==> src/rtl/game_pkg.sv <==
// rtl/game_pkg.sv - shared game types and peer handoff register map
//
// Purpose: types and constants shared by game_controller and the ball handoff
//          sequencer. It holds the ball type encoding, the peer slave register
//          indices, and a helper that packs the ball exit state into the five
//          handoff bytes.
// Ports:   none (package)
package game_pkg;

  typedef enum logic [1:0] {
    PINGPONG = 2'd0,
    SOCCER   = 2'd1,
    BASKET   = 2'd2
  } ball_type_e;

  localparam int NUM_HANDOFF_REGS = 5;

  localparam logic [2:0] REG_Y0        = 3'd0;
  localparam logic [2:0] REG_Y1        = 3'd1;
  localparam logic [2:0] REG_VY        = 3'd2;
  localparam logic [2:0] REG_GPHASE    = 3'd3;
  localparam logic [2:0] REG_BALLSPEED = 3'd4;

  typedef logic [NUM_HANDOFF_REGS-1:0][7:0] handoff_payload_t;

  // The peer register layout has the y MSBs left-justified and the ball type
  // shifted up by one.
  function automatic handoff_payload_t pack_handoff(
    input logic [9:0] y,
    input logic [7:0] vy,
    input logic [1:0] gphase,
    input logic [1:0] btype
  );
    handoff_payload_t p;
    p[REG_Y0]        = {y[9:8], 6'b0};
    p[REG_Y1]        = y[7:0];
    p[REG_VY]        = vy;
    p[REG_GPHASE]    = {6'b0, gphase};
    p[REG_BALLSPEED] = {5'b0, btype, 1'b0};
    return p;
  endfunction

endpackage

==> src/rtl/link_timer.sv <==
// rtl/link_timer.sv - clearable up-counter with terminal-count flag
//
// Purpose: counts enabled cycles since the last clear and flags when the count
//          has reached TERMINAL_COUNT. The count parks at the terminal value.
// Ports:
//   clk_i     in  clock
//   rst_i     in  async active-high reset
//   clear_i   in  synchronous clear (wins over enable)
//   enable_i  in  count enable
//   tc_o      out terminal count reached while enabled and not clearing
module link_timer #(
  parameter int WIDTH          = 25,
  parameter int TERMINAL_COUNT = 24_999_999
) (
  input  logic clk_i,
  input  logic rst_i,
  input  logic clear_i,
  input  logic enable_i,
  output logic tc_o
);

  localparam logic [WIDTH-1:0] LAST = WIDTH'(TERMINAL_COUNT);

  logic [WIDTH-1:0] count_q;

  always_ff @(posedge clk_i or posedge rst_i) begin
    if (rst_i) begin
      count_q <= '0;
    end else if (clear_i) begin
      count_q <= '0;
    end else if (enable_i && (count_q != LAST)) begin
      count_q <= count_q + 1'b1;
    end
  end

  assign tc_o = enable_i & ~clear_i & (count_q == LAST);

endmodule

==> src/rtl/ball_handoff_sequencer.sv <==
// rtl/ball_handoff_sequencer.sv - hands the exiting ball to the peer over I2C
//
// Purpose: on send_trigger, latches the ball exit state, writes it as five
//          bytes to the peer through an I2C byte-write master (with NACK
//          retries), then strobes go_right_out and waits for the peer's
//          busy-accept handshake. A handshake timeout or too many NACKs give
//          a sticky link_error.
// Ports:
//   clk_25MHZ        in  clock
//   reset            in  async active-high reset
//   send_trigger     in  start a handoff (pulse)
//   ball_y/ball_vy/gravity_phase/ball_type  in  ball exit state
//   i2c_wr_req       out byte-write request, with i2c_reg_addr / i2c_wr_data
//   i2c_wr_done      in  byte ACKed
//   i2c_nack         in  byte NACKed
//   peer_responding  in  peer busy-accepting
//   clear_error      in  leave ERROR
//   go_right_out     out start strobe to peer
//   busy             out handoff in progress
//   link_error       out sticky failure flag
//   trigger_dropped  out trigger ignored while not idle (pulse)
module ball_handoff_sequencer
  import game_pkg::*;
#(
  parameter int MAX_RETRY   = 3,
  parameter int ACK_TIMEOUT = 25_000_000
) (
  input  logic       clk_25MHZ,
  input  logic       reset,
  input  logic       send_trigger,
  input  logic [9:0] ball_y,
  input  logic [7:0] ball_vy,
  input  logic [1:0] gravity_phase,
  input  logic [1:0] ball_type,
  output logic       i2c_wr_req,
  output logic [2:0] i2c_reg_addr,
  output logic [7:0] i2c_wr_data,
  input  logic       i2c_wr_done,
  input  logic       i2c_nack,
  input  logic       peer_responding,
  input  logic       clear_error,
  output logic       go_right_out,
  output logic       busy,
  output logic       link_error,
  output logic       trigger_dropped
);

  typedef enum logic [2:0] {
    IDLE, LATCH, WRITE, WAIT_DONE, GO_HIGH, GO_LOW, ERROR
  } state_e;

  localparam int TW = $clog2(ACK_TIMEOUT + 1);
  localparam int RW = $clog2(MAX_RETRY + 2);
  localparam logic [RW-1:0] RETRY_LIMIT = RW'(MAX_RETRY);
  localparam logic [2:0]    LAST_REG    = 3'(NUM_HANDOFF_REGS - 1);

  state_e           state_q;
  handoff_payload_t payload_q;
  handoff_payload_t payload_in;
  logic [2:0]       idx_q;
  logic [RW-1:0]    retry_q;
  logic             wr_req_q;
  logic [2:0]       addr_q;
  logic [7:0]       data_q;
  logic             go_q;
  logic             busy_q;
  logic             link_error_q;
  logic             dropped_q;
  logic             timer_en;
  logic             timer_clr;
  logic             timer_tc;

  assign payload_in = pack_handoff(ball_y, ball_vy, gravity_phase, ball_type);

  // The timer runs only in the two peer-handshake states and restarts on the
  // GO_HIGH -> GO_LOW step, so each state gets a full timeout window.
  assign timer_en  = (state_q == GO_HIGH) || (state_q == GO_LOW);
  assign timer_clr = !timer_en || ((state_q == GO_HIGH) && peer_responding);

  link_timer #(
    .WIDTH          (TW),
    .TERMINAL_COUNT (ACK_TIMEOUT - 1)
  ) u_link_timer (
    .clk_i    (clk_25MHZ),
    .rst_i    (reset),
    .clear_i  (timer_clr),
    .enable_i (timer_en),
    .tc_o     (timer_tc)
  );

  always_ff @(posedge clk_25MHZ or posedge reset) begin
    if (reset) begin
      state_q      <= IDLE;
      payload_q    <= '0;
      idx_q        <= '0;
      retry_q      <= '0;
      wr_req_q     <= 1'b0;
      addr_q       <= '0;
      data_q       <= '0;
      go_q         <= 1'b0;
      busy_q       <= 1'b0;
      link_error_q <= 1'b0;
      dropped_q    <= 1'b0;
    end else begin
      dropped_q <= send_trigger && (state_q != IDLE);
      case (state_q)
        IDLE: begin
          if (send_trigger) begin
            state_q <= LATCH;
            busy_q  <= 1'b1;
          end
        end
        LATCH: begin
          // Request byte 0 straight from the capture so it is visible in the
          // first WRITE cycle.
          payload_q <= payload_in;
          idx_q     <= '0;
          retry_q   <= '0;
          wr_req_q  <= 1'b1;
          addr_q    <= REG_Y0;
          data_q    <= payload_in[REG_Y0];
          state_q   <= WRITE;
        end
        WRITE, WAIT_DONE: begin
          // A response only counts while the request is up; WRITE with the
          // request low is the mandatory gap cycle between byte attempts.
          if (wr_req_q && i2c_nack) begin
            wr_req_q <= 1'b0;
            if (retry_q == RETRY_LIMIT) begin
              state_q      <= ERROR;
              link_error_q <= 1'b1;
              busy_q       <= 1'b0;
            end else begin
              retry_q <= retry_q + 1'b1;
              state_q <= WRITE;
            end
          end else if (wr_req_q && i2c_wr_done) begin
            wr_req_q <= 1'b0;
            if (idx_q == LAST_REG) begin
              state_q <= GO_HIGH;
              go_q    <= 1'b1;
            end else begin
              idx_q   <= idx_q + 3'd1;
              state_q <= WRITE;
            end
          end else begin
            wr_req_q <= 1'b1;
            addr_q   <= idx_q;
            data_q   <= payload_q[idx_q];
            state_q  <= WAIT_DONE;
          end
        end
        GO_HIGH: begin
          if (peer_responding) begin
            go_q    <= 1'b0;
            state_q <= GO_LOW;
          end else if (timer_tc) begin
            go_q         <= 1'b0;
            state_q      <= ERROR;
            link_error_q <= 1'b1;
            busy_q       <= 1'b0;
          end
        end
        GO_LOW: begin
          if (!peer_responding) begin
            state_q <= IDLE;
            busy_q  <= 1'b0;
          end else if (timer_tc) begin
            state_q      <= ERROR;
            link_error_q <= 1'b1;
            busy_q       <= 1'b0;
          end
        end
        ERROR: begin
          if (clear_error) begin
            state_q      <= IDLE;
            link_error_q <= 1'b0;
          end
        end
        default: state_q <= IDLE;
      endcase
    end
  end

  assign i2c_wr_req      = wr_req_q;
  assign i2c_reg_addr    = addr_q;
  assign i2c_wr_data     = data_q;
  assign go_right_out    = go_q;
  assign busy            = busy_q;
  assign link_error      = link_error_q;
  assign trigger_dropped = dropped_q;

endmodule

==> config.mk <==
export PLATFORM = sky130hd
export DESIGN_NAME = ball_handoff_sequencer
export DESIGN_NICKNAME = d
export VERILOG_FILES = /design/src/rtl/game_pkg.sv /design/src/rtl/link_timer.sv /design/src/rtl/ball_handoff_sequencer.sv
export SDC_FILE = /design/constraint.sdc
export NUM_CORES = 1
export LEC_CHECK = 0
export BUFFER_PORTS_ARGS = -buffer_cell sky130_fd_sc_hd__buf_2
export CELL_PAD_IN_SITES_DETAIL_PLACEMENT = 0
export CELL_PAD_IN_SITES_GLOBAL_PLACEMENT = 1
export CORE_UTILIZATION = 49
export DETAILED_ROUTE_END_ITERATION = 7
export PLACE_DENSITY_LB_ADDON = 0.05
export SKIP_CTS_REPAIR_TIMING = 1
export SLEW_MARGIN = 20
export SYNTH_ARGS = -nofsm -noshare
export SYNTH_HDL_FRONTEND = slang
export SYNTH_SLANG_ARGS = --single-unit
==> constraint.sdc <==
create_clock -name clk_25MHZ -period 5.3 [get_ports clk_25MHZ]
set_clock_uncertainty 0.05 [all_clocks]
set_input_delay 0.53 -clock clk_25MHZ [delete_from_list [all_inputs] [get_ports clk_25MHZ]]
set_output_delay 0.53 -clock clk_25MHZ [all_outputs]
set_load 0.005 [all_outputs]
Word-level counts from Yosys, hierarchy flattened
Index checks and enable logic that the tools add are counted.
- add/subtract/negate cells: 3
- magnitude comparators: 1
- eq/ne operators: 23
- mux-type cells: 50
- bitwise gates (word level): 3
- reduce and logical (&&, ||, !) cells: 23
- operators by type and width (operator ; number):
    two-way mux 25 bit ; 2
    two-way mux 3 bit ; 16
    adder 25 x 1 -> 25 bit (second input constant) ; 1
    equality test 25 bit (second input constant) ; 1
    inequality test 25 bit (second input constant) ; 1
    binary-select mux 8 bit (select 3 bit) ; 1
    two-way mux 8 bit ; 3
    inequality test 2 bit (second input constant) ; 12
    two-way mux 1 bit ; 19
    one-hot mux 3 bit (2 select lines) ; 3
    one-hot mux 3 bit (6 select lines) ; 1
    one-hot mux 8 bit (2 select lines) ; 1
    equality test 3 bit (second input constant) ; 4
    AND reduction 5 bit ; 2
    equality test 3 x 2 -> 1 bit (second input constant) ; 3
    one-hot mux 1 bit (4 select lines) ; 2
    nonzero test 4 bit ; 2
    adder 3 x 1 -> 3 bit (second input constant) ; 2
    AND reduction 3 bit ; 2
    AND reduction 6 bit ; 1
    nonzero test 2 bit ; 3
    logical AND 1 bit ; 5
    less-than comparator 3 x 4 -> 1 bit (second input constant) ; 1
    one-hot mux 1 bit (2 select lines) ; 2
    other kinds (11) ; 13
- register bits: 72
- word-level logic and storage cells: 119

Longest topological paths before layout
Gate-level depths: netlist (run 1).
- depth after elaboration: 10
- mapped depth: 9
- gate-level depth less buffers: 7

Hierarchy
From an unflattened synthesis (run 1), not the netlist that was laid out.
- cells, all modules: 359
- area, all modules: 3727.3 um^2
- modules (own cells, without submodules) (module ; instances ; cells each ; area each (um^2)):
    ball_handoff_sequencer ; 1 ; 212 ; 2311.0
    link_timer ; 1 ; 147 ; 1416.4

Worst setup path before layout (run 1)
Ideal clock, no wire load.
- kind: register -> register
- start point: register u_link_timer.count_q[7]
- end point: register state_q[1]
- data arrival time: 2278 ps
- data required time: 5186 ps
- path slack: 2907 ps
- cell stages (with the launch flop): 7
- cells stage by stage: dfrtp_1 -> or4b_1 -> or4_1 -> buf_6 -> or4_4 -> nor4_2 -> or2_1
- cells in the longest elaborated chain, start to end: 5
- elaborated cells between the ends (all ways): 6
- classes of those cells: eq/ne (1); mux (4); bitwise (1)
- ends and longest elaborated chain (item ; line ; text):
    start: declaration ; link_timer.sv:24 ; logic [WIDTH-1:0] count_q;
    start signal: assignment ; link_timer.sv:32 ; count_q <= count_q + 1'b1;
    equality test 25 bit * ; link_timer.sv:36 ; assign tc_o = enable_i & ~clear_i & (count_q == LAST);
    bitwise AND 1 bit * ; link_timer.sv:36 ;
    two-way mux 3 bit * ; -- ;
    two-way mux 3 bit (on tied branches) ; -- ;
    one-hot mux 3 bit (6 select lines) * ; -- ;
    end signal: assignment ; ball_handoff_sequencer.sv:93 ; state_q <= IDLE;
    end signal: assignment ; ball_handoff_sequencer.sv:109 ; state_q <= LATCH;
    end signal: assignment ; ball_handoff_sequencer.sv:122 ; state_q <= WRITE;
    end: declaration ; ball_handoff_sequencer.sv:57 ; state_e state_q;
Every way passes the cells marked *; elsewhere a longest branch is shown, timed or not.
A chain may end at the register's enable or synchronous reset.

Final worst setup path (run 1)
- start point: register state_q[2]
- end point: register data_q[2], in the netlist i2c_wr_data[2]
- cells in the longest elaborated chain, start to end: 4
- elaborated cells between the ends (all ways): 9
- classes of those cells: eq/ne (5); mux (1); reduce/logical (3)
- ends and longest elaborated chain (item ; line ; text):
    equality test 3 x 2 -> 1 bit ; ball_handoff_sequencer.sv:106 ; case (state_q)
    OR reduction 2 bit ; ball_handoff_sequencer.sv:106 ;
    inequality test 2 bit (no source line) or nonzero test 2 bit (tied branches) ; -- ;
    AND reduction 3 bit (no source line) ; -- ;
    end signal: assignment ; ball_handoff_sequencer.sv:121 ; data_q <= payload_in[REG_Y0];
    end signal: assignment ; ball_handoff_sequencer.sv:149 ; data_q <= payload_q[idx_q];
    end: declaration ; ball_handoff_sequencer.sv:64 ; logic [7:0] data_q;
Parallel ways exist; a longest one is shown, timed or not.

==> results of run 1 <==
placed cells by master, fill, tap and decap left out, drive strengths merged, types with 3 or more instances in the layout:
| cell type | netlist | final |
|---|---|---|
| nand2b | 3 | 3 |
| clkbuf | 10 | 12 |
| or4 | 4 | 4 |
| nand4 | 12 | 12 |
| xnor2 | 8 | 8 |
| a22o | 8 | 8 |
| dfrtp | 72 | 72 |
| inv | 16 | 16 |
| a31oi | 4 | 4 |
| nor3b | 4 | 4 |
| nor4 | 4 | 4 |
| nor3 | 9 | 9 |
| a21oi | 7 | 7 |
| o22ai | 4 | 4 |
| nor2b | 5 | 5 |
| and3 | 5 | 5 |
| and2 | 3 | 3 |
| ha | 8 | 8 |
| o21ai | 21 | 21 |
| clkinv | 0 | 4 |
| mux2i | 5 | 5 |
| buf | 5 | 46 |
| nand3 | 10 | 10 |
| xor2 | 12 | 12 |
| nand2 | 31 | 31 |
| o211ai | 5 | 5 |
| mux2 | 24 | 24 |
| or3 | 3 | 3 |
| nor2 | 43 | 43 |
cell families (layout without fill, tap and decap cells):
family	Yosys count	in the layout	share of synthesized area [%]
fa+ha+maj	8	8	2.72
mux	29	29	8.72
buf+inv	31	78	3.47
simple gates	145	145	20.3
flops	72	72	49.0
compound gates	62	62	11.0
xor+xnor	20	20	4.77
worst reg2reg max path: stages (launching register included):
cell                      delay, ns
sky130_fd_sc_hd__dfrtp_1       0.54
sky130_fd_sc_hd__inv_1         0.13
sky130_fd_sc_hd__ha_1          0.47
sky130_fd_sc_hd__nor2b_1       0.20
sky130_fd_sc_hd__a21oi_1       0.85
sky130_fd_sc_hd__nor2_1        0.13
sky130_fd_sc_hd__a32o_1        0.30
power groups by stage:
stage,Clock (mW),Combinational (mW),Sequential (mW)
floorplan,0,0.471,0.789
global placement,0,0.591,0.836
detailed placement,0,0.604,0.839
CTS,0.388,0.603,0.830
global route,0.413,0.669,0.852
finish,0.377,0.595,0.831
flip-flops by register name, indices dropped and copies added, names as in the netlist:
signal and cells:
retry_q 3, i2c_wr_req 1, i2c_wr_data 8, payload_q 22, trigger_dropped 1, busy 1
idx_q 3, state_q 3, link_error 1, i2c_reg_addr 3, u_link_timer.count_q 25, go_right_out 1
per-layer routing:
metal  global-route usage (%)  routed length (um)
met1                     30.7                3860
met2                     30.8                3430
met3                     4.01                 336
met4                     9.53                 131
met5                        0                   0
synthesized netlist by cell type, types with 2 or more instances:
| cell type | instances | area (um2) |
|---|---|---|
| sky130_fd_sc_hd__a21o_1 | 2 | 15.0 |
| sky130_fd_sc_hd__a21oi_1 | 7 | 35.0 |
| sky130_fd_sc_hd__a22o_1 | 8 | 70.1 |
| sky130_fd_sc_hd__a31oi_1 | 4 | 25.0 |
| sky130_fd_sc_hd__and2_1 | 2 | 12.5 |
| sky130_fd_sc_hd__and3_1 | 4 | 25.0 |
| sky130_fd_sc_hd__buf_1 | 3 | 11.3 |
| sky130_fd_sc_hd__clkbuf_1 | 10 | 37.5 |
| sky130_fd_sc_hd__dfrtp_1 | 72 | 1800 |
| sky130_fd_sc_hd__ha_1 | 8 | 100 |
| sky130_fd_sc_hd__inv_1 | 16 | 60.1 |
| sky130_fd_sc_hd__mux2_2 | 24 | 270 |
| sky130_fd_sc_hd__mux2i_1 | 5 | 50.1 |
| sky130_fd_sc_hd__nand2_1 | 31 | 116 |
| sky130_fd_sc_hd__nand2b_1 | 3 | 18.8 |
| sky130_fd_sc_hd__nand3_1 | 10 | 50.1 |
| sky130_fd_sc_hd__nand3b_1 | 2 | 15.0 |
| sky130_fd_sc_hd__nand4_1 | 11 | 68.8 |
| sky130_fd_sc_hd__nor2_1 | 43 | 161 |
| sky130_fd_sc_hd__nor2b_1 | 5 | 31.3 |
| sky130_fd_sc_hd__nor3_1 | 9 | 45.0 |
| sky130_fd_sc_hd__nor3b_1 | 4 | 30.0 |
| sky130_fd_sc_hd__nor4_1 | 3 | 18.8 |
| sky130_fd_sc_hd__nor4b_1 | 2 | 17.5 |
| sky130_fd_sc_hd__o2111ai_1 | 2 | 17.5 |
| sky130_fd_sc_hd__o211ai_1 | 5 | 37.5 |
| sky130_fd_sc_hd__o21ai_0 | 20 | 100 |
| sky130_fd_sc_hd__o22ai_1 | 4 | 25.0 |
| sky130_fd_sc_hd__o31ai_1 | 2 | 15.0 |
| sky130_fd_sc_hd__or3_1 | 3 | 18.8 |
| sky130_fd_sc_hd__or4_1 | 3 | 22.5 |
| sky130_fd_sc_hd__xnor2_1 | 8 | 70.1 |
| sky130_fd_sc_hd__xor2_1 | 12 | 105 |
per-stage QoR:
step | setup WS [ns] | util, % | std cells
after floorplan | 2.90 | - | 367
after global placement | 2.68 | 54.7 | 497
after detailed placement | 2.49 | 54.7 | 497
after CTS | 2.49 | 57.0 | 513
after global routing | 2.27 | 57.0 | 513
final | 2.52 | 57.0 | 513
final timing paths:
path / to / slack (ns) / cells past startpoint
max: i2c_wr_data[2]$_DFFE_PP0P_ / 2.52 / 6
min: payload_q[9]$_DFFE_PP0P_ / 0.37 / 2
max reg2reg: i2c_wr_data[2]$_DFFE_PP0P_ / 2.52 / 6
min reg2reg: retry_q[2]$_DFFE_PP0P_ / 0.43 / 2
max in group asynchronous: u_link_timer.count_q[12]$_DFFE_PP0P_ / 4.22 / 3
min in group asynchronous: u_link_timer.count_q[22]$_DFFE_PP0P_ / 0.40 / 3
final cells by class:
class / instances / area (um2)
Inverter: 16 / 60.1
Sequential cell: 72 / 1800
Tap cell: 99 / 124
Multi-Input combinational cell: 264 / 1750
Clock inverter: 4 / 20.0
Timing Repair Buffer: 46 / 235
Fill cell: 654 / 3120
Clock buffer: 12 / 145
==> flow_metrics.py, run 1 <==
metrics = {
    "outcome": {
        "outcome": "finished, final reports clean",
    },
    "clocking": {
        "insertion_delay_ns": 0.34,
        "tritoncts": "yes",
        "clk_path_buf_depth": 2,
        "path_clk_slew_ns": 0.07,
        "clkSinkCount": 72,
        "cts-buffers-inserted": 9,
        "htree_levels": 3,
        "clk_root_buffer_cell": "sky130_fd_sc_hd__clkbuf_8",
    },
    "critical_path": {
        "critical_path_startpoint": "state_q[2]$_DFFE_PP0P_",
        "worstReg2RegStart": "state_q[2]$_DFFE_PP0P_",
        "timing.critical_path.slowest_cell_delay_ns": 0.84,
        "crit_path_cell_trace": "inv_1 -> ha_1 -> nor2b_1 -> a21oi_1 -> nor2_1 -> a32o_1",
        "timing.critical_path.buf_inv": 1,
        "worstSetupStartpointType": "flip-flop",
        "critPathMaxFanout": 15,
        "crit_arrival_ns": 2.95,
        "critPathSlowestCell": "sky130_fd_sc_hd__a21oi_1",
        "setup.worst_path.class": "reg2reg",
        "worstSetupEndpointType": "flip-flop",
        "required_ns": 5.47,
        "cpLargestDelayFamily": "compound AO/OA/AOI/OAI gates",
    },
    "power": {
        "power.switching_mw": 0.627,
        "power.share.combinational_pct": 33.0,
        "internal_power_mw": 1.18,
        "total_power_mw": 1.80,
        "cellPowerDensity_mw_per_mm2": 436,
        "p_seq_share_pct": 46.1,
        "swShare_pct": 34.8,
        "peakVddDrop_mv": 0.261,
        "power.clock.fraction_pct": 20.9,
        "leakagePower_nw": 1.78,
    },
    "sta": {
        "finalHoldViolCount": 0,
        "max_freq_mhz": 360,
        "grt_setup_unrepaired": "false",
        "final.hold.worst_slack_ns": 0.366,
        "timing.final.setup_violations": 0,
        "timing.slew.headroom_pct": 30.0,
        "post-route-min-period_ns": 2.78,
        "timing.final.crit_share_pct": 52.4,
        "setup_tns_ns": 0,
        "finalMaxSlewViolations": 0,
        "timing_worst_slew_pin_value_ns": 1.05,
    },
    "synth": {
        "mappedNetlistArea_mm2": 0.00367,
        "synth_async_sr_flop_share_pct": 100,
        "netlist_instances": 367,
        "yosysWarnings": 0,
        "yosysUniqueCellTypes": 53,
        "synth.yosys.seq_area_share_pct": 49.0,
        "synth-edff-count": 0,
        "synth_nets": 404,
        "ys_ff_latch": 72,
        "syn-mean-instance-area_um2": 10.0,
        "dominantRegCellSynth": "sky130_fd_sc_hd__dfrtp_1",
    },
    "drt": {
        "drt-initial-drc-count": 131,
        "drtAntennaViolNets": 0,
        "vias": 2827,
        "first_pass_iters": 4,
        "wl_per_cell_um": 15.1,
        "drcViolationCount": 0,
        "drt_wl_total_mm": 7.76,
        "via_per_inst": 5.51,
    },
    "grt": {
        "grt_usage_pct": 21.2,
        "antenna_found_initial": 0,
        "grt_max_degree": 73,
        "grt_overflow": 0,
        "first_global_vias": 2665,
        "grt_first_pass_wirelength_mm": 12.7,
    },
    "die": {
        "ioPinCount": 45,
        "chipWidth_um": 88.6,
        "die_footprint_mm2": 0.00785,
        "floorplan.core_area_mm2": 0.00725,
        "die_height_um": 88.6,
        "std_cell_rows": 31,
        "floorplan.initialDensity_pct": 50.6,
    },
    "placed_design": {
        "placed_instance_area_mm2": 0.00397,
        "port-buffer-count": 44,
        "routabilityCongestion": 0.777,
        "dp_hpwl_mm": 5.43,
    },
    "finish": {
        "area.growth.synth_to_final_pct": 12.6,
        "num_antenna_cells": 0,
        "post_route_cells_drive_above_1_share_pct": 22.7,
        "post-route-cell-area_mm2": 0.00414,
        "finalNetCount": 446,
    },
    "job": {
        "cap_violations": 0,
    },
    "hold_path": {
        "hold_start": "ball_y[1]",
        "hold_path_class": "in2reg",
    },
}
Power figures use the tool's default switching activity.
==> run 2: changes to the inputs <==
Settings changed: CORE_UTILIZATION 49 to 41.
Clock period 5.3 ns to 2.26 ns, I/O delays scaled along.
==> run 2 against run 1 <==
The run now ends with setup timing left. Cell area rose by 7.5%. Wire length rose by 11%. Count of clock-buffer cells in the layout decreased by 2. Global-route usage decreased by 1.5 points. Register-to-register slack worse by 2.6 ns. Critical path type unchanged. Highest routed layer unchanged.
==> flow_metrics.py, run 2 (synthesis results as in run 1) <==
metrics = {
    "outcome": {
        "outcome": "finished, violations left",
        "violations": "setup timing",
    },
    "placed_design": {
        "port-buffer-count": 44,
        "placed_cells_incl_taps": 534,
        "placed_instance_area_mm2": 0.00419,
        "routabilityCongestion": 0.812,
        "dp_hpwl_mm": 6.24,
    },
    "critical_path": {
        "critPathMaxFanout": 4,
        "worstReg2RegEnd": "busy$_DFFE_PP0P_",
        "critical_path_startpoint": "u_link_timer.count_q[8]$_DFFE_PP0P_",
        "required_ns": 2.42,
        "ff2ff_path_depth": 5,
        "critical_path_destination": "busy$_DFFE_PP0P_",
        "worstSetupEndpointType": "flip-flop",
        "worstReg2RegStart": "u_link_timer.count_q[8]$_DFFE_PP0P_",
        "worstSetupStartpointType": "flip-flop",
        "worst-r2r-setup-slack_ns": -0.04,
        "crit_arrival_ns": 2.45,
        "setup.worst_path.class": "reg2reg",
    },
    "power": {
        "cellPowerDensity_mw_per_mm2": 1030,
        "peakVddDrop_mv": 0.574,
        "power.switching_mw": 1.58,
        "total_power_mw": 4.57,
        "swShare_pct": 34.6,
        "p_seq_share_pct": 41.6,
        "internal_power_mw": 2.99,
        "leakagePower_nw": 1.93,
        "power.clock.fraction_pct": 23.2,
        "power.share.combinational_pct": 35.1,
    },
    "sta": {
        "timing.final.setup_violations": 4,
        "finalMaxSlewViolations": 0,
        "worst_slack_ns": -0.0360,
        "post-route-min-period_ns": 2.30,
        "timing_worst_slew_pin_value_ns": 0.489,
        "setup_tns_ns": -0.0592,
        "finalHoldViolCount": 0,
        "grt_setup_unrepaired": "true",
        "timing.final.crit_share_pct": 102,
        "timing.slew.headroom_pct": 67.4,
        "max_freq_mhz": 436,
    },
    "drt": {
        "wl_per_cell_um": 15.6,
        "drt_wl_total_mm": 8.62,
        "drt-initial-drc-count": 145,
        "via_per_inst": 5.29,
        "drcViolationCount": 0,
        "first_pass_iters": 4,
        "drtAntennaViolNets": 0,
        "vias": 2922,
    },
    "clocking": {
        "clk_path_buf_depth": 2,
        "insertion_delay_ns": 0.35,
        "clkSinkCount": 72,
        "tritoncts": "yes",
        "htree_levels": 3,
        "cts-buffers-inserted": 9,
        "clk_root_buffer_cell": "sky130_fd_sc_hd__clkbuf_8",
        "path_clk_slew_ns": 0.10,
    },
    "finish": {
        "finalNetCount": 476,
        "largest_register_ffs": 25,
        "final_common_cell": "sky130_fd_sc_hd__dfrtp_1",
        "final_design_utilization_pct": 51.2,
        "max_flop_register": "u_link_timer.count_q",
        "num_antenna_cells": 0,
        "mostFrequentLayoutCells": "72 x sky130_fd_sc_hd__dfrtp_1, 44 x sky130_fd_sc_hd__buf_2, 43 x sky130_fd_sc_hd__nor2_1",
        "final_cell_count_no_fill": 552,
        "post-route-cell-area_mm2": 0.00444,
        "multi_input_gate_area_in_the_final_layout_mm2": 0.00178,
        "layout.filler_cells": 860,
        "post_route_cells_drive_above_1_share_pct": 29.3,
        "area.growth.synth_to_final_pct": 21.0,
        "final-seq-area_mm2": 0.00180,
    },
    "grt": {
        "grt_overflow": 0,
        "grt_first_pass_wirelength_mm": 14.8,
        "grt_max_degree": 39,
        "grt_usage_pct": 19.6,
        "antenna_found_initial": 0,
        "first_global_vias": 2923,
    },
    "die": {
        "die_height_um": 96.7,
        "chipWidth_um": 96.7,
        "floorplan.core_area_mm2": 0.00868,
        "die_footprint_mm2": 0.00934,
        "floorplan.initialDensity_pct": 42.3,
        "ioPinCount": 45,
        "std_cell_rows": 34,
    },
    "hold_path": {
        "hold_path_class": "in2reg",
        "number_of_cells_traversed_by_the_worst_hold_path": 2,
    },
    "job": {
        "cap_violations": 0,
    },
}
-- run 2: final cells by class --
cell class                 count  area share [%]
clock buffer                  10            3.10
inverter                      16            1.35
clock inverter                 6            1.49
tap                          108            3.04
sequential                    72            40.5
multi-input combinational    264            40.0
timing repair buffer          76            10.5
-- run 2: critical path, cell delays in order, from the launching register on --
cell                      delay (ns)
sky130_fd_sc_hd__dfrtp_1        0.37
sky130_fd_sc_hd__or4b_1         0.52
sky130_fd_sc_hd__or4_4          0.43
sky130_fd_sc_hd__or4_4          0.58
sky130_fd_sc_hd__a21oi_2        0.15
sky130_fd_sc_hd__o22ai_1        0.08
-- run 2: power by group through the flow --
stage / registers, mW / clock network, mW / logic [mW]
after global routing: 1.96 / 1.15 / 1.79
after global placement: 1.92 / 0 / 1.59
after CTS: 1.91 / 1.10 / 1.60
after detailed placement: 1.93 / 0 / 1.60
after floorplan: 1.85 / 0 / 1.10
final: 1.90 / 1.06 / 1.61
-- run 2: worst min path at each step --
| stage | endpoint | from | slack, ns |
|---|---|---|---|
| global route | payload_q[34]$_DFFE_PP0P_ | ball_type[1] | 0.05 |
| global placement | u_link_timer.count_q[19]$_DFFE_PP0P_ | reset | 0.31 |
| CTS | state_q[2]$_DFFE_PP0P_ | reset | -0.07 |
| finish | payload_q[34]$_DFFE_PP0P_ | ball_type[1] | 0.05 |
| floorplan | trigger_dropped$_DFF_PP0_ | send_trigger | 0.31 |
| detailed placement | u_link_timer.count_q[18]$_DFFE_PP0P_ | reset | 0.32 |
-- run 2: through the flow --
| stage | hold WS, ns | setup slack, ns |
|---|---|---|
| after global routing | 0.0493 | -0.0951 |
| after floorplan | 0.314 | -0.133 |
| after detailed placement | 0.316 | -0.0700 |
| final | 0.0532 | -0.0360 |
| after CTS | -0.0696 | -0.0935 |
| after global placement | 0.306 | -0.0229 |
-- run 2: routing by layer --
layer	GRT usage [%]	up-vias	share of wire, %
met4	6.20	0	1.2
met3	3.11	9	3.2
met2	29.4	51	44
met1	29.2	1417	52
met5	0	-	0
li1	-	1445	-
